--- config.mk ---
export PLATFORM = sky130hd
export DESIGN_NAME = screen_sequencer
export DESIGN_NICKNAME = d
export VERILOG_FILES = /design/src/rtl/screen_pkg.sv /design/src/rtl/screen_sequencer_fade_scaler.sv /design/src/rtl/screen_sequencer.sv
export SDC_FILE = /design/constraint.sdc
export NUM_CORES = 1
export LEC_CHECK = 0
export ABC_AREA = 1
export BUFFER_PORTS_ARGS = -buffer_cell sky130_fd_sc_hd__buf_2
export CORE_MARGIN = 4
export CORE_UTILIZATION = 50
export DETAILED_ROUTE_END_ITERATION = 16
export GPL_TIMING_DRIVEN = 0
export PLACE_DENSITY = 0.74
export SYNTH_ARGS = -nofsm -noshare
export SYNTH_HDL_FRONTEND = slang
export SYNTH_HIERARCHICAL = 1
export SYNTH_SLANG_ARGS = --single-unit
--- constraint.sdc ---
create_clock -name vga_clk -period 2.5 [get_ports vga_clk]
set_input_delay 0.125 -clock vga_clk [delete_from_list [all_inputs] [get_ports vga_clk]]
set_output_delay 0.125 -clock vga_clk [all_outputs]
set_load 0.05 [all_outputs]
--- src/rtl/screen_pkg.sv ---
// screen_pkg: shared types and constants for the screen sequencer slice.
//   scene_t      - scene ROM select encoding (home / stage / game-over)
//   state_t      - sequencer FSM states
//   FADE_MAX     - fade level that means fully black
//   dest_state   - resting state reached once a transition to a scene ends
//   scale_colour - one channel of the fade multiply: (c * (16 - level)) >> 4
package screen_pkg;

    typedef enum logic [1:0] {
        SCENE_HOME  = 2'd0,
        SCENE_STAGE = 2'd1,
        SCENE_OVER  = 2'd2
    } scene_t;

    typedef enum logic [2:0] {
        ST_HOME,
        ST_FADE_OUT,
        ST_FADE_IN,
        ST_PLAY,
        ST_OVER
    } state_t;

    localparam logic [3:0] FADE_MAX = 4'd15;

    function automatic state_t dest_state(input scene_t target);
        case (target)
            SCENE_STAGE: return ST_PLAY;
            SCENE_OVER:  return ST_OVER;
            default:     return ST_HOME;
        endcase
    endfunction

    // Gain is 16..1, so the 9-bit product peaks at 15 * 16 = 240.
    function automatic logic [3:0] scale_colour(input logic [3:0] c,
                                                input logic [3:0] level);
        logic [4:0] gain;
        logic [8:0] prod;
        gain = 5'd16 - {1'b0, level};
        prod = {5'b0, c} * {4'b0, gain};
        return 4'(prod >> 4);
    endfunction

endpackage

--- src/rtl/screen_sequencer_fade_scaler.sv ---
// fade_scaler: registered three-channel brightness scaler.
//   vga_clk                        - pixel clock
//   reset                          - synchronous active-high reset, clears outputs
//   fade_level [3:0]               - 0 = full brightness, 15 = black
//   red_in/green_in/blue_in [3:0]  - palette colour of current pixel
//   red/green/blue [3:0]           - scaled colour, one vga_clk after the inputs
module fade_scaler
    import screen_pkg::*;
(
    input  logic       vga_clk,
    input  logic       reset,
    input  logic [3:0] fade_level,
    input  logic [3:0] red_in,
    input  logic [3:0] green_in,
    input  logic [3:0] blue_in,
    output logic [3:0] red,
    output logic [3:0] green,
    output logic [3:0] blue
);

    always_ff @(posedge vga_clk) begin
        if (reset) begin
            red   <= '0;
            green <= '0;
            blue  <= '0;
        end else begin
            red   <= scale_colour(red_in,   fade_level);
            green <= scale_colour(green_in, fade_level);
            blue  <= scale_colour(blue_in,  fade_level);
        end
    end

endmodule

--- src/rtl/screen_sequencer.sv ---
// screen_sequencer: scene flow HOME -> PLAY -> OVER -> HOME with fade
// transitions between scenes.
//   vga_clk, reset        - pixel clock, synchronous active-high reset
//   frame_start           - one-cycle pulse at start of vertical blank
//   start_btn             - start button level (already synchronised)
//   game_over             - game-over level from game logic
//   red_in/green_in/blue_in - pixel colour in
//   scene_sel [1:0]       - scene ROM select (0 home, 1 stage, 2 game-over)
//   fade_level [3:0]      - 0 = full brightness, 15 = black
//   game_run              - high only in PLAY
//   busy                  - high while a scene transition is in progress
//   red/green/blue        - faded colour, 1 cycle latency
// Build option: define SCREEN_FADE_EN for stepped fades; without it a
// transition just swaps the scene on the next frame_start and the colour
// path is a plain register.
module screen_sequencer
    import screen_pkg::*;
#(
    parameter int unsigned FRAMES_PER_STEP  = 2,
    parameter int unsigned OVER_HOLD_FRAMES = 180
) (
    input  logic       vga_clk,
    input  logic       reset,
    input  logic       frame_start,
    input  logic       start_btn,
    input  logic       game_over,
    input  logic [3:0] red_in,
    input  logic [3:0] green_in,
    input  logic [3:0] blue_in,
    output logic [1:0] scene_sel,
    output logic [3:0] fade_level,
    output logic       game_run,
    output logic       busy,
    output logic [3:0] red,
    output logic [3:0] green,
    output logic [3:0] blue
);

    state_t     state, next_state;
    scene_t     target, target_d, scene_q;
    logic       start_btn_q;
    logic       start_edge;
    logic [3:0] frame_cnt;
    logic       step;
    logic [9:0] hold_cnt;
    logic       hold_expired;
    logic       scene_load;
    logic       game_run_d, busy_d;

    assign start_edge   = start_btn & ~start_btn_q;
    assign step         = frame_start && (frame_cnt == 4'(FRAMES_PER_STEP - 1));
    assign hold_expired = (hold_cnt == 10'(OVER_HOLD_FRAMES));
    assign scene_sel    = scene_q;

    // State register plus registered FSM outputs (decoded from next_state
    // so they change on the same edge as the state itself).
    always_ff @(posedge vga_clk) begin
        if (reset) begin
            state       <= ST_HOME;
            target      <= SCENE_HOME;
            game_run    <= 1'b0;
            busy        <= 1'b0;
            start_btn_q <= 1'b1;    // a button held through reset is not a press
        end else begin
            state       <= next_state;
            target      <= target_d;
            game_run    <= game_run_d;
            busy        <= busy_d;
            start_btn_q <= start_btn;
        end
    end

    // Next-state logic
    always_comb begin
        next_state = state;
        target_d   = target;
        case (state)
            ST_HOME: begin
                if (start_edge) begin
                    next_state = ST_FADE_OUT;
                    target_d   = SCENE_STAGE;
                end
            end
            ST_PLAY: begin
                if (game_over) begin
                    next_state = ST_FADE_OUT;
                    target_d   = SCENE_OVER;
                end
            end
            ST_OVER: begin
                if (start_edge || hold_expired) begin
                    next_state = ST_FADE_OUT;
                    target_d   = SCENE_HOME;
                end
            end
`ifdef SCREEN_FADE_EN
            ST_FADE_OUT: begin
                if (step && fade_level == FADE_MAX)
                    next_state = ST_FADE_IN;
            end
            ST_FADE_IN: begin
                if (step && fade_level == '0)
                    next_state = dest_state(target);
            end
`else
            ST_FADE_OUT: begin
                if (frame_start)
                    next_state = dest_state(target);
            end
            ST_FADE_IN: next_state = ST_HOME;
`endif
            default: next_state = ST_HOME;
        endcase
    end

    // Output decode
    always_comb begin
        game_run_d = (next_state == ST_PLAY);
        busy_d     = (next_state == ST_FADE_OUT) || (next_state == ST_FADE_IN);
    end

`ifdef SCREEN_FADE_EN
    assign scene_load = (state == ST_FADE_OUT) && step && (fade_level == FADE_MAX);
`else
    assign scene_load = (state == ST_FADE_OUT) && frame_start;
`endif

    // Scene select and game-over hold counter. The hold counter is held at
    // zero outside OVER, which clears it on every entry to OVER.
    always_ff @(posedge vga_clk) begin
        if (reset) begin
            scene_q  <= SCENE_HOME;
            hold_cnt <= '0;
        end else begin
            if (scene_load)
                scene_q <= target;
            if (state != ST_OVER)
                hold_cnt <= '0;
            else if (frame_start && !hold_expired)
                hold_cnt <= hold_cnt + 10'd1;
        end
    end

    // Frame counter runs only while fading; it is zero on fade entry, so a
    // frame_start coinciding with the triggering event is not counted.
    always_ff @(posedge vga_clk) begin
        if (reset) begin
            frame_cnt <= '0;
        end else if ((state == ST_FADE_OUT) || (state == ST_FADE_IN)) begin
            if (frame_start)
                frame_cnt <= step ? 4'd0 : frame_cnt + 4'd1;
        end else begin
            frame_cnt <= '0;
        end
    end

`ifdef SCREEN_FADE_EN
    always_ff @(posedge vga_clk) begin
        if (reset) begin
            fade_level <= '0;
        end else if (step) begin
            if (state == ST_FADE_OUT && fade_level != FADE_MAX)
                fade_level <= fade_level + 4'd1;
            else if (state == ST_FADE_IN && fade_level != '0)
                fade_level <= fade_level - 4'd1;
        end
    end
`else
    // Level 0 gives unity gain, so the scaler reduces to a plain register.
    assign fade_level = '0;
`endif

    fade_scaler u_fade_scaler (
        .vga_clk    (vga_clk),
        .reset      (reset),
        .fade_level (fade_level),
        .red_in     (red_in),
        .green_in   (green_in),
        .blue_in    (blue_in),
        .red        (red),
        .green      (green),
        .blue       (blue)
    );

endmodule

==> results of run 1 <==
==> registers in the layout (all words and copies together) (netlist names) <==
name                 count
u_fade_scaler/green      4
u_fade_scaler/blue       4
start_btn_q              1
busy                     1
u_fade_scaler/red        4
hold_cnt                10
game_run                 1
state                    3
scene_sel                2
target                   2
==> cells in the final DEF, fill, tap and decap left out, types with 2 or more instances in the layout <==
| cell | instances |
|---|---|
| o21ai_0 | 7 |
| conb_1 | 12 |
| o21a_1 | 2 |
| nand2_4 | 3 |
| a21oi_1 | 27 |
| nand4_1 | 4 |
| nand3_2 | 8 |
| nor2_1 | 54 |
| nand2_2 | 6 |
| inv_1 | 80 |
| or2_2 | 2 |
| ha_1 | 30 |
| buf_6 | 3 |
| dfxtp_1 | 32 |
| fa_1 | 15 |
| nand2_1 | 100 |
| clkbuf_8 | 5 |
| inv_2 | 8 |
| xnor2_1 | 4 |
| nor3_1 | 8 |
| buf_2 | 32 |
| buf_4 | 4 |
| a21oi_2 | 2 |
| o211ai_1 | 2 |
| xor2_1 | 3 |
| nor2_4 | 3 |
| nand3_1 | 17 |
==> stage by stage <==
stage | power, W | utilization | hold WS (ns) | area [um^2] | setup WS (ns)
floorplan | 0.00113 | - | 0.232 | 3040 | 0.916
finish | 0.00177 | 0.602 | 0.0382 | 3400 | 0.966
detailed placement | 0.00124 | 0.582 | 0.336 | 3290 | 0.688
global placement | 0.00123 | 0.582 | 0.330 | 3290 | 0.681
CTS | 0.00174 | 0.602 | 0.0310 | 3400 | 0.966
global route | 0.00191 | 0.602 | 0.0353 | 3400 | 0.795
==> critical path, delay by kind of cell (launching register included) <==
family / cells / cell delay, ns
and+or+nand+nor: 6 / 0.46
DFF: 1 / 0.43
buffers and inverters: 3 / 0.30
adders and majority gates: 1 / 0.20
AOI/OAI and AO/OA: 1 / 0.03
==> layout make-up <==
cell class / instances / share of cell area
multi-input combinational: 317 / 0.585
clock buffer: 5 / 0.0203
clock inverter: 3 / 0.0125
sequential: 32 / 0.189
inverter: 90 / 0.100
tap: 72 / 0.0265
timing repair buffer: 32 / 0.0471
buffer: 8 / 0.0199
==> report_power, final <==
part           total (W)  internal, W  switching (W)
combinational   0.000714     0.000231       0.000483
sequential      0.000558     0.000549     0.00000911
clock           0.000499     0.000295       0.000204
total            0.00177      0.00107       0.000696
==> cell families after synthesis <==
logic type | after synthesis | synth area share
xor+xnor | 7 | 0.0205
buf+inv | 98 | 0.136
other cells | 1 | 0.00125
simple gates | 210 | 0.323
flops | 32 | 0.214
fa+ha+maj | 45 | 0.226
compound gates | 43 | 0.0790
==> worst max-delay path by stage <==
stage                     slack [ns]  cells after the start               endpoint
after floorplan                 0.92                      7  u_fade_scaler/blue[1]
final                           0.97                     11            hold_cnt[2]
after detailed placement        0.69                      8  u_fade_scaler/blue[1]
after global routing            0.80                     11            hold_cnt[2]
after CTS                       0.97                     11            hold_cnt[2]
after global placement          0.68                      8  u_fade_scaler/blue[1]
==> routing by layer <==
layer  global-route usage  vias up
li1                     -     1421
met1                0.204     1244
met2                0.340       57
met3               0.0320       12
met4               0.0734        0
met5                    0        -
==> flow_metrics.tcl, run 1 <==
set metrics [dict create \
    status "complete, no violations" \
    slew_viol_final 0 \
    wl_per_cell_um 10.9 \
    grt_setup_unrepaired "no" \
    powerDensity_nw_per_um2 521 \
    overflow 0 \
    path_clk_slew_ns 0.07 \
    cts_max_path_buffers 2 \
    drive_gt1_frac 0.168 \
    fin_crit_ns 1.53 \
    path_max_fanout 10 \
    met2_length_um 3130 \
    fin_crit_sh 0.613 \
    ant_nets 0 \
    globalplace.congestion 0.852 \
    clkLatencyLatePin_ns 0.28 \
    post-synth-top-count-cell "nand2_1" \
    io_pins 37 \
    p_leak_nw 1.85 \
    post_cts_resized 0 \
    synth_cell_types 36 \
    vias 2734 \
    startpoint_type "flip-flop" \
    num_rows 27 \
    vias_per_cell 4.89 \
    final_net_count 548 \
    yosys_register_bits 32 \
    hold_viol 0 \
    nFillCells 539 \
    hold_path.startpoint "start_btn" \
    io_buffers 32 \
    worstReg2RegEnd "hold_cnt[2]" \
    drv_cap 0 \
    final-setup-viol-count 0 \
    setup_tns_ns 0 \
    drc_errors 0 \
    cp-end-kind "flip-flop" \
    fin_cells 559 \
    placed_cells 551 \
    numCtsBuffers 5 \
    grt_max_degree 12 \
    synth.largest_area_cell "dfxtp_1" \
    avgSynthCellArea_um2 6.87 \
    die_y_um 85.4 \
    cts_sinks 32 \
    cts_tree "yes" \
    slowest_delay_ns 0.43 \
    required_ns 2.68 \
    yosysSeqAreaShare 0.214 \
    yosys_warnings 6 \
    multiInputGateArea_um2 1990 \
    critPathLaunch "hold_cnt[0]" \
    slowest_stage "dfxtp_1" \
    topRoutingLayerUsed "met4" \
    clock_tree.root_cell "clkbuf_8" \
    async_flop_share 0 \
    synth_common_cells "nand2_1, inv_1, nor2_1, dfxtp_1, ha_1" \
    hp-class "input port to flip-flop" \
    vdd_drop_max_uv 291 \
    dp_hpwl_um 4880 \
    firstDrtPassIters 5 \
    htreeDepth 2 \
    grt.total_usage 0.183 \
    r2r_cells 11 \
    met3_length_um 283 \
    wl_met1_um 2590 \
    fmax_mhz 652 \
    synth_area_um2 2990 \
    worstPathArrival_ns 1.71 \
    r2r_slack_ns 0.97 \
    die_area_um2 7290 \
    grt_pass1_wl_um 11100 \
    synthFlopType "dfxtp_1" \
    yosysTopAreaCellShare 0.214 \
    criticalPathCategory "flip-flop to flip-flop" \
    cpMostUsedCell "nand2_1" \
    whs_path_depth 2 \
    synth-edff-count 0 \
    syn_inst 436 \
    wirelength_um 6120 \
    seq_area_um2 641 \
    synth.area.top_cells "dfxtp_1, ha_1, nand2_1" \
    syn2layout_area_growth_pct 13.5 \
    initial_utilization 0.531 \
    fin_skew_ns 0.00531 \
    core_area_um2 5640 \
    diodes 0 \
    r2r_start "hold_cnt[0]" \
    drt_iter0_markers 77 \
    antenna_found_initial 0 \
    grt_pass1_vias 2697 \
    crit_chain "inv_1 -> ha_1 -> nand2_1 -> nor2_1 -> nand3_2 -> nand2_4 -> inv_4 -> buf_6 -> nand3_1 -> nand2_1 -> a21oi_2" \
    cts-hold-fix-buffers 0 \
    cts_setup_buffers 0 \
    die_w_um 85.4 \
    min_to "start_btn_q" \
]
No activity file was read; power rests on OpenSTA's default activity.
==> inputs of run 2 (changes only) <==
Settings changed: ABC_AREA 1 to 0, PLACE_DENSITY 0.74 to 0.75.
Clock period 2.5 ns to 1.6 ns, I/O delays scaled along.
==> run 2 against run 1 <==
  * Hold slack better by 0.074 ns
  * Wire length is 17% lower
  * Global-route usage is 0.94 points lower
  * Critical path type unchanged
==> flow_metrics.tcl, run 2 <==
set metrics [dict create \
    path_clk_slew_ns 0.07 \
    grt_pass1_wl_um 8960 \
    wl_per_cell_um 11.8 \
    avgSynthCellArea_um2 8.87 \
    drc_errors 0 \
    required_ns 1.76 \
    die_area_um2 6610 \
    crit_chain "or4b_4 -> or3_4 -> nand3_1 -> a21oi_1" \
    synth_area_um2 2690 \
    final.setup.worst_slack_ns 0.0471 \
    firstDrtPassIters 4 \
    syn2layout_area_growth_pct 16.9 \
    vias 2168 \
    antenna_found_initial 0 \
    synthFlopType "dfxtp_1" \
    setup_tns_ns 0 \
    fin_crit_sh 0.971 \
    cts_tree "yes" \
    fin_skew_ns 0.00423 \
    drive_gt1_frac 0.174 \
    die_w_um 81.3 \
    drv_cap 0 \
    htreeDepth 2 \
    globalplace.congestion 0.819 \
    cts_sinks 32 \
    yosys_warnings 6 \
    vdd_drop_max_uv 463 \
    yosys_register_bits 32 \
    worstPathArrival_ns 1.71 \
    drt_iter0_markers 72 \
    initial_utilization 0.519 \
    power.total_w 0.00250 \
    cts_max_path_buffers 2 \
    fin_crit_ns 1.55 \
    largest_reg_flops 10 \
    yosysSeqAreaShare 0.238 \
    r2r_cells 4 \
    p_switching_w 0.000965 \
    overflow 0 \
    place_ws_ns -0.218 \
    io_pins 37 \
    startpoint_type "flip-flop" \
    p_int_w 0.00154 \
    fmax_mhz 644 \
    numCtsBuffers 5 \
    yosysTopAreaCellShare 0.238 \
    r2r_slack_ns 0.05 \
    num_rows 26 \
    final_net_count 424 \
    slowest_delay_ns 0.55 \
    final_util 0.607 \
    criticalPathCategory "flip-flop to flip-flop" \
    wirelength_um 5090 \
    post-synth-top-count-cell "nand2_1" \
    grt_pass1_vias 2078 \
    die_y_um 81.3 \
    slowest_stage "or4b_4" \
    synth_common_cells "nand2_1, dfxtp_1, and2_1, ha_1, inv_1" \
    seq_power_share 0.351 \
    cp-end-kind "flip-flop" \
    ant_nets 0 \
    status "complete, no violations" \
    hp-class "input port to flip-flop" \
    crit_end "state[2]" \
    netSwitchingFraction 0.386 \
    synth-edff-count 0 \
    path_max_fanout 5 \
    final_cell_mix "nand2_1, buf_2, and2_1, dfxtp_1, ha_1" \
    vias_per_cell 5.01 \
    p_clk_frac 0.241 \
    seq_area_um2 646 \
    io_buffers 32 \
    critPathLaunch "hold_cnt[8]" \
    final-setup-viol-count 0 \
    clkLatencyLatePin_ns 0.28 \
    nFillCells 484 \
    core_area_um2 5170 \
    grt_max_degree 12 \
    pwr-share-comb 0.407 \
    clock_tree.root_cell "clkbuf_8" \
    layout_commonest_cell "nand2_1" \
    p_leak_nw 1.48 \
    diodes 0 \
    synth.largest_area_cell "dfxtp_1" \
    async_flop_share 0 \
    dp_hpwl_um 4210 \
    grt_setup_unrepaired "yes" \
    hold_viol 0 \
    powerDensity_nw_per_um2 797 \
    syn_inst 303 \
    synth.area.top_cells "dfxtp_1, ha_1, fa_1" \
    multiInputGateArea_um2 1980 \
    grt.total_usage 0.174 \
    r2r_start "hold_cnt[8]" \
    worstReg2RegEnd "state[2]" \
    slew_viol_final 0 \
    regMostFlops "hold_cnt" \
    whs_ns 0.112 \
    synth_cell_types 46 \
]
run 2: cell types whose count changed after synthesis, sizes merged, moves of 5 or more:
cell / delta
and2: +29
xnor2: +8
nor2: -41
nand4: +5
xor2: +7
a21oi: -21
inv: -62
nand2: -75
nand3: -18
run 2: worst max-delay path, delay by kind of cell, from the launching register on:
| kind | cells | cell delay (ns) |
|---|---|---|
| AOI/OAI and AO/OA | 1 | 0.06 |
| and+or+nand+nor | 3 | 1.04 |
| DFF | 1 | 0.33 |
run 2: final cells by class:
class                      instances  area share
multi-input combinational        252       0.631
sequential                        32       0.206
timing repair buffer              33      0.0542
inverter                          27      0.0323
tap                               70      0.0279
clock buffer                       6      0.0231
buffer                            11      0.0211
clock inverter                     2     0.00518
run 2: worst min path at each step:
stage / from / end / slack, ns / cells past startpoint
5_1_grt: frame_start / hold_cnt[1] / 0.12 / 3
2_1_floorplan: start_btn / start_btn_q / 0.19 / 1
3_3_place_gp: start_btn / start_btn_q / 0.28 / 2
4_1_cts: frame_start / hold_cnt[1] / 0.11 / 3
6_report: frame_start / hold_cnt[1] / 0.11 / 3
3_5_place_dp: start_btn / start_btn_q / 0.29 / 2
run 2: logic make-up after synthesis:
family                     count (synthesis)  synth area share
xor gates and xnor gates                  22            0.0717
and+or+nand+nor                          127             0.262
buffers and inverters                     38            0.0619
DFF                                       32             0.238
adders and majority gates                 45             0.252
other                                      1           0.00140
muxes                                      2           0.00745
AOI/OAI and AO/OA                         36             0.106
run 2: metrics by stage:
stage	std cells	cell area, um^2
after global routing	433	3140
after global placement	424	3030
after detailed placement	424	3030
final	433	3140
after CTS	433	3140
after floorplan	322	2780
run 2: routing by layer:
metal  vias up  track usage  share of wire
met1      1001        0.217           0.47
met3         5       0.0277          0.034
met2        31        0.299           0.48
met4         0       0.0642          0.013
li1       1131            -              -
met5         -            0              0
run 2: timing repair:
item,in CTS,in global routing
pin swaps,1,0
cloned,0,0
setup endpoints to repair,5,5
endpoints found under the hold margin,1,0
resized for setup,2,4
buffers inserted,0,0
hold buffers,1,0
run 2: power groups by stage:
stage                     Sequential, W  Clock, W  Combinational, W
after floorplan                 0.00111         0          0.000587
after detailed placement       0.000899         0          0.000953
after CTS                      0.000881  0.000626          0.000965
after global routing           0.000885  0.000672           0.00115
after global placement         0.000900         0          0.000951
final                          0.000879  0.000604           0.00102
